$ cat src/rtl/sram_pkg.sv
//==============================================================================
// Module      : sram_pkg
// Description : Shared widths, requester FSM encoding and command bundle
//               for the SRAM request path.
// Revision    : 1.0 - initial release
//==============================================================================
`timescale 1ns/1ps
`default_nettype none

package sram_pkg;

   localparam int SRAM_ADDR_W = 20;
   localparam int SRAM_DATA_W = 32;

   typedef enum logic [1:0] {
      ST_IDLE = 2'd0,
      ST_ARM  = 2'd1,
      ST_WAIT = 2'd2,
      ST_GAP  = 2'd3
   } req_state_e;

   typedef struct packed {
      logic                   we;
      logic [SRAM_ADDR_W-1:0] addr;
      logic [SRAM_DATA_W-1:0] wdata;
   } sram_cmd_t;

endpackage

`default_nettype wire

$ cat src/rtl/sram_cmd_fifo.sv
//==============================================================================
// Module      : sram_cmd_fifo
// Description : Circular command FIFO, wrap-bit pointers, head visible on dout.
// Revision    : 1.0 - initial release
//==============================================================================
`timescale 1ns/1ps
`default_nettype none

module sram_cmd_fifo #(
   parameter int DEPTH = 4,
   parameter int WIDTH = 53
) (
   input  logic             clk,
   input  logic             rst,
   input  logic             push_i,
   input  logic [WIDTH-1:0] data_i,
   input  logic             pop_i,
   output logic [WIDTH-1:0] head_o,
   output logic             full_o,
   output logic             empty_o
);

   localparam int PTR_W = $clog2(DEPTH);

   logic [PTR_W:0]   wr_ptr_q;
   logic [PTR_W:0]   rd_ptr_q;
   logic [WIDTH-1:0] mem_q [DEPTH];
   logic             do_push;
   logic             do_pop;

   assign empty_o = (wr_ptr_q == rd_ptr_q);
   assign full_o  = (wr_ptr_q[PTR_W] != rd_ptr_q[PTR_W]) &&
                    (wr_ptr_q[PTR_W-1:0] == rd_ptr_q[PTR_W-1:0]);
   // full is judged before any same-cycle pop, so a pop never makes room early
   assign do_push = push_i & ~full_o;
   assign do_pop  = pop_i & ~empty_o;
   assign head_o  = mem_q[rd_ptr_q[PTR_W-1:0]];

   always_ff @(posedge clk or negedge rst) begin
      if (!rst) begin
         wr_ptr_q <= '0;
         rd_ptr_q <= '0;
         for (int i = 0; i < DEPTH; i++) begin
            mem_q[i] <= '0;
         end
      end else begin
         if (do_push) begin
            mem_q[wr_ptr_q[PTR_W-1:0]] <= data_i;
            wr_ptr_q                   <= wr_ptr_q + 1'b1;
         end
         if (do_pop) begin
            rd_ptr_q <= rd_ptr_q + 1'b1;
         end
      end
   end

endmodule

`default_nettype wire

$ cat src/rtl/sram_requester.sv
//==============================================================================
// Module      : sram_requester
// Description : Queues consumer commands and issues them to the SRAM
//               controller as held levels, with watchdog and read response.
// Revision    : 1.0 - initial release
//==============================================================================
`timescale 1ns/1ps
`default_nettype none

module sram_requester
   import sram_pkg::*;
#(
   parameter int FIFO_DEPTH = 4,
   parameter int TIMEOUT    = 64,
   parameter int ADDR_W     = SRAM_ADDR_W,
   parameter int DATA_W     = SRAM_DATA_W
) (
   input  logic              clk,
   input  logic              rst,
   input  logic              cmd_valid,
   output logic              cmd_ready,
   input  logic              cmd_we,
   input  logic [ADDR_W-1:0] cmd_addr,
   input  logic [DATA_W-1:0] cmd_wdata,
   output logic              rsp_valid,
   input  logic              rsp_ready,
   output logic [ADDR_W-1:0] rsp_addr,
   output logic [DATA_W-1:0] rsp_data,
   output logic              mem_read,
   output logic              mem_write,
   output logic [ADDR_W-1:0] mem_addr,
   output logic [DATA_W-1:0] mem_wdata,
   input  logic              mem_done,
   input  logic [DATA_W-1:0] mem_rdata,
   output logic              busy,
   output logic              timeout_err
);

   localparam int CNT_W = $clog2(TIMEOUT + 1);
   localparam logic [CNT_W-1:0] CNT_LAST = CNT_W'(TIMEOUT - 1);

   typedef struct packed {
      logic              we;
      logic [ADDR_W-1:0] addr;
      logic [DATA_W-1:0] wdata;
   } cmd_t;

   cmd_t             cmd_in;
   cmd_t             head;
   logic             fifo_full;
   logic             fifo_empty;
   logic             pop;

   req_state_e       state_q,       state_d;
   logic             mem_read_q,    mem_read_d;
   logic             mem_write_q,   mem_write_d;
   logic [ADDR_W-1:0] mem_addr_q,   mem_addr_d;
   logic [DATA_W-1:0] mem_wdata_q,  mem_wdata_d;
   logic [CNT_W-1:0] cnt_q,         cnt_d;
   logic             timeout_err_q, timeout_err_d;
   logic             rsp_valid_q,   rsp_valid_d;
   logic [ADDR_W-1:0] rsp_addr_q,   rsp_addr_d;
   logic [DATA_W-1:0] rsp_data_q,   rsp_data_d;

   assign cmd_in = '{we: cmd_we, addr: cmd_addr, wdata: cmd_wdata};

   sram_cmd_fifo #(
      .DEPTH (FIFO_DEPTH),
      .WIDTH ($bits(cmd_t))
   ) u_fifo (
      .clk     (clk),
      .rst     (rst),
      .push_i  (cmd_valid),
      .data_i  (cmd_in),
      .pop_i   (pop),
      .head_o  (head),
      .full_o  (fifo_full),
      .empty_o (fifo_empty)
   );

   always_comb begin
      state_d       = state_q;
      mem_read_d    = mem_read_q;
      mem_write_d   = mem_write_q;
      mem_addr_d    = mem_addr_q;
      mem_wdata_d   = mem_wdata_q;
      cnt_d         = cnt_q;
      timeout_err_d = timeout_err_q;
      rsp_valid_d   = rsp_valid_q & ~rsp_ready;
      rsp_addr_d    = rsp_addr_q;
      rsp_data_d    = rsp_data_q;
      pop           = 1'b0;

      case (state_q)
         ST_IDLE: begin
            // reads wait for the response slot to drain; writes never need it
            if (!fifo_empty && (head.we || !rsp_valid_q)) begin
               pop         = 1'b1;
               mem_addr_d  = head.addr;
               mem_wdata_d = head.wdata;
               mem_write_d = head.we;
               mem_read_d  = ~head.we;
               cnt_d       = '0;
               state_d     = ST_ARM;
            end
         end
         ST_ARM: begin
            cnt_d = cnt_q + 1'b1;
            if (cnt_q == CNT_LAST) begin
               timeout_err_d = 1'b1;
               mem_read_d    = 1'b0;
               mem_write_d   = 1'b0;
               state_d       = ST_GAP;
            end else if (!mem_done) begin
               state_d = ST_WAIT;
            end
         end
         ST_WAIT: begin
            if (mem_done) begin
               mem_read_d  = 1'b0;
               mem_write_d = 1'b0;
               if (mem_read_q) begin
                  rsp_valid_d = 1'b1;
                  rsp_addr_d  = mem_addr_q;
                  rsp_data_d  = mem_rdata;
               end
               state_d = ST_GAP;
            end else begin
               cnt_d = cnt_q + 1'b1;
               if (cnt_q == CNT_LAST) begin
                  timeout_err_d = 1'b1;
                  mem_read_d    = 1'b0;
                  mem_write_d   = 1'b0;
                  state_d       = ST_GAP;
               end
            end
         end
         ST_GAP: begin
            state_d = ST_IDLE;
         end
         default: begin
            state_d = ST_IDLE;
         end
      endcase
   end

   always_ff @(posedge clk or negedge rst) begin
      if (!rst) begin
         state_q       <= ST_IDLE;
         mem_read_q    <= 1'b0;
         mem_write_q   <= 1'b0;
         mem_addr_q    <= '0;
         mem_wdata_q   <= '0;
         cnt_q         <= '0;
         timeout_err_q <= 1'b0;
         rsp_valid_q   <= 1'b0;
         rsp_addr_q    <= '0;
         rsp_data_q    <= '0;
      end else begin
         state_q       <= state_d;
         mem_read_q    <= mem_read_d;
         mem_write_q   <= mem_write_d;
         mem_addr_q    <= mem_addr_d;
         mem_wdata_q   <= mem_wdata_d;
         cnt_q         <= cnt_d;
         timeout_err_q <= timeout_err_d;
         rsp_valid_q   <= rsp_valid_d;
         rsp_addr_q    <= rsp_addr_d;
         rsp_data_q    <= rsp_data_d;
      end
   end

   assign cmd_ready   = ~fifo_full;
   assign busy        = (state_q != ST_IDLE) | ~fifo_empty;
   assign mem_read    = mem_read_q;
   assign mem_write   = mem_write_q;
   assign mem_addr    = mem_addr_q;
   assign mem_wdata   = mem_wdata_q;
   assign timeout_err = timeout_err_q;
   assign rsp_valid   = rsp_valid_q;
   assign rsp_addr    = rsp_addr_q;
   assign rsp_data    = rsp_data_q;

endmodule

`default_nettype wire

$ cat config.mk
export PLATFORM = sky130hd
export DESIGN_NAME = sram_requester
export DESIGN_NICKNAME = d
export VERILOG_FILES = /design/src/rtl/sram_pkg.sv /design/src/rtl/sram_cmd_fifo.sv /design/src/rtl/sram_requester.sv
export SDC_FILE = /design/constraint.sdc
export NUM_CORES = 1
export LEC_CHECK = 0
export ABC_AREA = 1
export BUFFER_PORTS_ARGS = -buffer_cell sky130_fd_sc_hd__buf_2
export CAP_MARGIN = 15
export CORE_MARGIN = 2
export CORE_UTILIZATION = 45
export CTS_CLUSTER_DIAMETER = 80
export DETAILED_ROUTE_END_ITERATION = 10
export GPL_ROUTABILITY_DRIVEN = 0
export MAX_ROUTING_LAYER = met4
export PLACE_DENSITY = 0.64
export SLEW_MARGIN = 30
export SYNTH_ARGS = -nofsm -noshare
export SYNTH_HDL_FRONTEND = slang
export SYNTH_SLANG_ARGS = --single-unit
$ cat constraint.sdc
create_clock -name clk -period 2.66 [get_ports clk]
set_clock_uncertainty 0.05 [all_clocks]
set_input_delay 0 -clock clk [delete_from_list [all_inputs] [get_ports clk]]
set_output_delay 0 -clock clk [all_outputs]
set_load 0.02 [all_outputs]
==> impl_results.rst <==
.. list-table::
   :header-rows: 1

   * - Metric
     - Value
   * - Run status
     - finished clean
   * - Final worst path period share
     - 0.9200
   * - Area of combinational cells with multiple inputs
     - about 6000 µm²
   * - Number of fillers in the final layout
     - 3011
   * - Sort of element at the end of the critical path
     - flip-flop
   * - Worst Setup Path Type
     - reg2reg
   * - Violation count after the first detailed-route iteration
     - 1148
   * - Combinational power share
     - 0.435
   * - Placement Rows
     - 67
   * - Setup violation total in the final timing report
     - 0
   * - Top library cells by usage in the layout, fill and taps aside
     - 623 x nand2_1, 333 x dfrtp_1, 215 x nand4_1
   * - Number of nets with antenna violations after routing
     - 0
   * - Width of the die
     - 187.7 µm
   * - Detailed Routing Iterations Pass 1
     - 5
   * - DIE HEIGHT
     - 187.7 µm
   * - RSZ-0062 raised after global routing
     - false
   * - Sinks on Clock Net
     - 335
   * - Post-synthesis instance area
     - 15190 µm²
   * - Gate count after technology mapping
     - between 1500 and 2000
   * - Via count of the first global-routing pass
     - roughly 13000
   * - Number of buffers on the longest clock path
     - 3
   * - Fraction of post-synthesis cell area in the top cell type by area
     - 0.5518
   * - Count of endpoints failing hold in the final timing report
     - 0
   * - Slew headroom
     - 0.3756
   * - TritonCTS clock tree
     - yes
   * - Antenna violations before repair
     - 3
   * - Overall track demand over capacity in global routing
     - 0.2614
   * - Clock share of power
     - 0.207
   * - Register bit count reported by yosys
     - approximately 340
   * - WHS
     - 0.05816 ns
   * - Floorplan core area
     - 33360 µm²
   * - Internal Dissipation
     - between 0.01 and 0.015 W
   * - Worst hold path class
     - in2async
   * - Maximum number of pins on one net before global-route repair
     - 118
   * - Net count after synthesis
     - 1861
   * - Biggest area consumer among synthesized cells
     - dfrtp_1
   * - Port bufs
     - 199
   * - Distinct cell type count after synthesis
     - 29
   * - Static leakage
     - 9.521 nW
   * - Portion of total power attributed to sequential cells
     - 0.358
   * - WP data arrival
     - 2.87 ns
   * - Routed wire length
     - 44.50 mm
   * - Number of primary I/O pins
     - 200
   * - Die area
     - 35240 µm²
   * - Yosys warnings
     - 0
   * - Start point of the critical path
     - u_fifo.rd_ptr_q[0]
   * - Startpoint of the worst-slack reg-to-reg timing path
     - u_fifo.rd_ptr_q[0]
   * - Vias after detailed routing
     - roughly 14000
   * - Slew at the pin with the worst max-slew slack
     - 0.9365 ns
   * - Root buf cell
     - clkbuf_16
   * - Mean post-synth cell area
     - approximately 8.6 µm²
   * - Crit path max fanout
     - 49
   * - Total of cells resized after clock tree synthesis
     - 0
   * - Post-detail-place hpwl
     - 24.96 mm
   * - Sort of element at the start of the critical path
     - flip-flop
   * - H-Tree Level Count
     - 2
   * - Drt drc
     - 0
   * - FMAX
     - a little over 0.4 GHz
   * - Ratio of cells with drive above 1 in the final layout
     - 0.1743
   * - Number of CTS-inserted buffers
     - 37
   * - Top cells by area, synth
     - dfrtp_1 55%, nand2_1 15%, nand4_1 8.9%, o21ai_0 4.4%, nor2_1 2.8%
   * - Signed area change from the synthesized netlist to the final layout
     - 22.78%
   * - Clock latency on the worst-skew pair
     - around 0.53 ns
   * - Total Neg Setup Slack
     - 0 ns
   * - Switching portion of total power
     - 0.4357
   * - Switching power
     - 0.01062 W
   * - Max-cap violations
     - 0
   * - Initial Util
     - 0.4553
   * - VDD IR max
     - just under 0.0009 V
   * - Sequential Area
     - 8388 µm²
   * - Post-synthesis sequential area ratio
     - 0.5518
   * - Via-per-instance ratio
     - around 5.5
   * - Max Slew Vio Count
     - 0
   * - Detail-routed net length per standard cell
     - approximately 18 µm
   * - Worst-path clk slew
     - approximately 0.06 ns
   * - Wire length of the first global-routing pass
     - slightly above 70 mm
   * - Time the final worst path needs with I/O delays and setup
     - 2.447 ns
   * - Pwr per Cell Area
     - ~1300 nW/µm²
   * - Total Nets Final
     - between 2000 and 2500
   * - Total congestion overflow after global routing
     - 0
   * - Worst path required time
     - around 3.1 ns
   * - Most common library cell in the layout ignoring fill and taps
     - nand2_1
==> synthesized netlist by cell type, drive strengths merged <==
library cell	count
o21ai	149
nor3b	1
dfrtp	335
o22ai	52
clkbuf	77
buf	69
a21o	1
xor2	2
inv	41
xnor2	3
nor2	113
nand3b	2
ha	11
nand4	216
a21oi	5
clkinv	1
nand2	623
or2	2
nand3	24
mux2	33
==> final cells by class <==
class,instances,share of cell area
flip-flops and latches,335,0.4497
repair buffers,329,0.1240
inverters,42,0.008519
well taps,448,0.03005
clock buffers,51,0.05622
diodes,3,0.0004025
clock inverters,14,0.007983
multi-input cells,1237,0.3231
==> metrics by stage <==
stage / area [µm²] / std cells / util / power (W) / setup slack, ns
global placement: 16550 / 2301 / 0.4959 / 0.01897 / 0.3881
floorplan: 15190 / 1760 / - / 0.01588 / 0.9394
detailed placement: 16550 / 2301 / 0.4959 / 0.01922 / 0.3530
CTS: 18640 / 2456 / 0.5588 / 0.02444 / 0.2940
finish: 18650 / 2459 / 0.5590 / 0.02438 / 0.2129
global route: 18650 / 2459 / 0.5590 / 0.02621 / 0.06820
==> sequential cells by signal (all words and copies together), names as in the netlist <==
signal,cells
state_q,2
mem_read,1
u_fifo.rd_ptr_q,3
rsp_addr,20
mem_addr,20
u_fifo.wr_ptr_q,3
mem_write,1
rsp_valid,1
timeout_err,1
u_fifo.mem_q,212
cnt_q,7
mem_wdata,32
rsp_data,32
==> final timing paths <==
path | depth (start not counted) | endpoint | slack [ns]
max in group asynchronous | 3 | u_fifo.mem_q[8] | 1.60
setup / recovery | 6 | u_fifo.mem_q[199] | 0.21
setup reg to reg | 6 | u_fifo.mem_q[199] | 0.21
hold / removal | 2 | rsp_addr[5] | 0.06
hold reg to reg | 1 | timeout_err | 0.41
min in group clk | 3 | rsp_valid | 0.17
==> cell families (layout without fill, tap and decap cells) <==
| group | after synthesis | after routing | share of synthesized area |
|---|---|---|---|
| DFF | 335 | 335 | 0.5518 |
| AOI/OAI and AO/OA | 207 | 207 | 0.07265 |
| other | 0 | 3 | 0 |
| and+or+nand+nor | 981 | 981 | 0.2829 |
| adders and majority gates | 11 | 11 | 0.009060 |
| buffers and inverters | 188 | 436 | 0.05519 |
| xor gates and xnor gates | 5 | 5 | 0.003871 |
| muxes | 33 | 33 | 0.02446 |
==> critical path: stages, from the launching register on <==
cell and delay [ns]:
dfrtp_4 0.61, xnor2_2 0.21, nand4_4 0.20, buf_4 0.45, nand4_1 0.16, dlygate4sd3_1 0.62
nand2_1 0.07
==> metal layers <==
layer,global-route usage,vias up,share of wire
met5,-,-,0
met4,0.06996,0,0.018
met3,0.03631,71,0.062
met2,0.4241,505,0.48
met1,0.3468,6631,0.44
li1,-,6381,-
==> power groups by stage <==
stage / combinational [W] / sequential (W) / clock [W]
6_report: 0.0106 / 0.00872 / 0.00504
5_1_grt: 0.0119 / 0.00898 / 0.00535
4_1_cts: 0.0106 / 0.00868 / 0.00513
3_5_place_dp: 0.0105 / 0.00873 / 0
3_3_place_gp: 0.0103 / 0.00867 / 0
2_1_floorplan: 0.00662 / 0.00926 / 0
==> what timing repair did <==
action	CTS	global route
hold buffers	90	0
setup buffers	0	0
endpoints found under the hold margin	342	0
(Power assumes the default switching activity.)
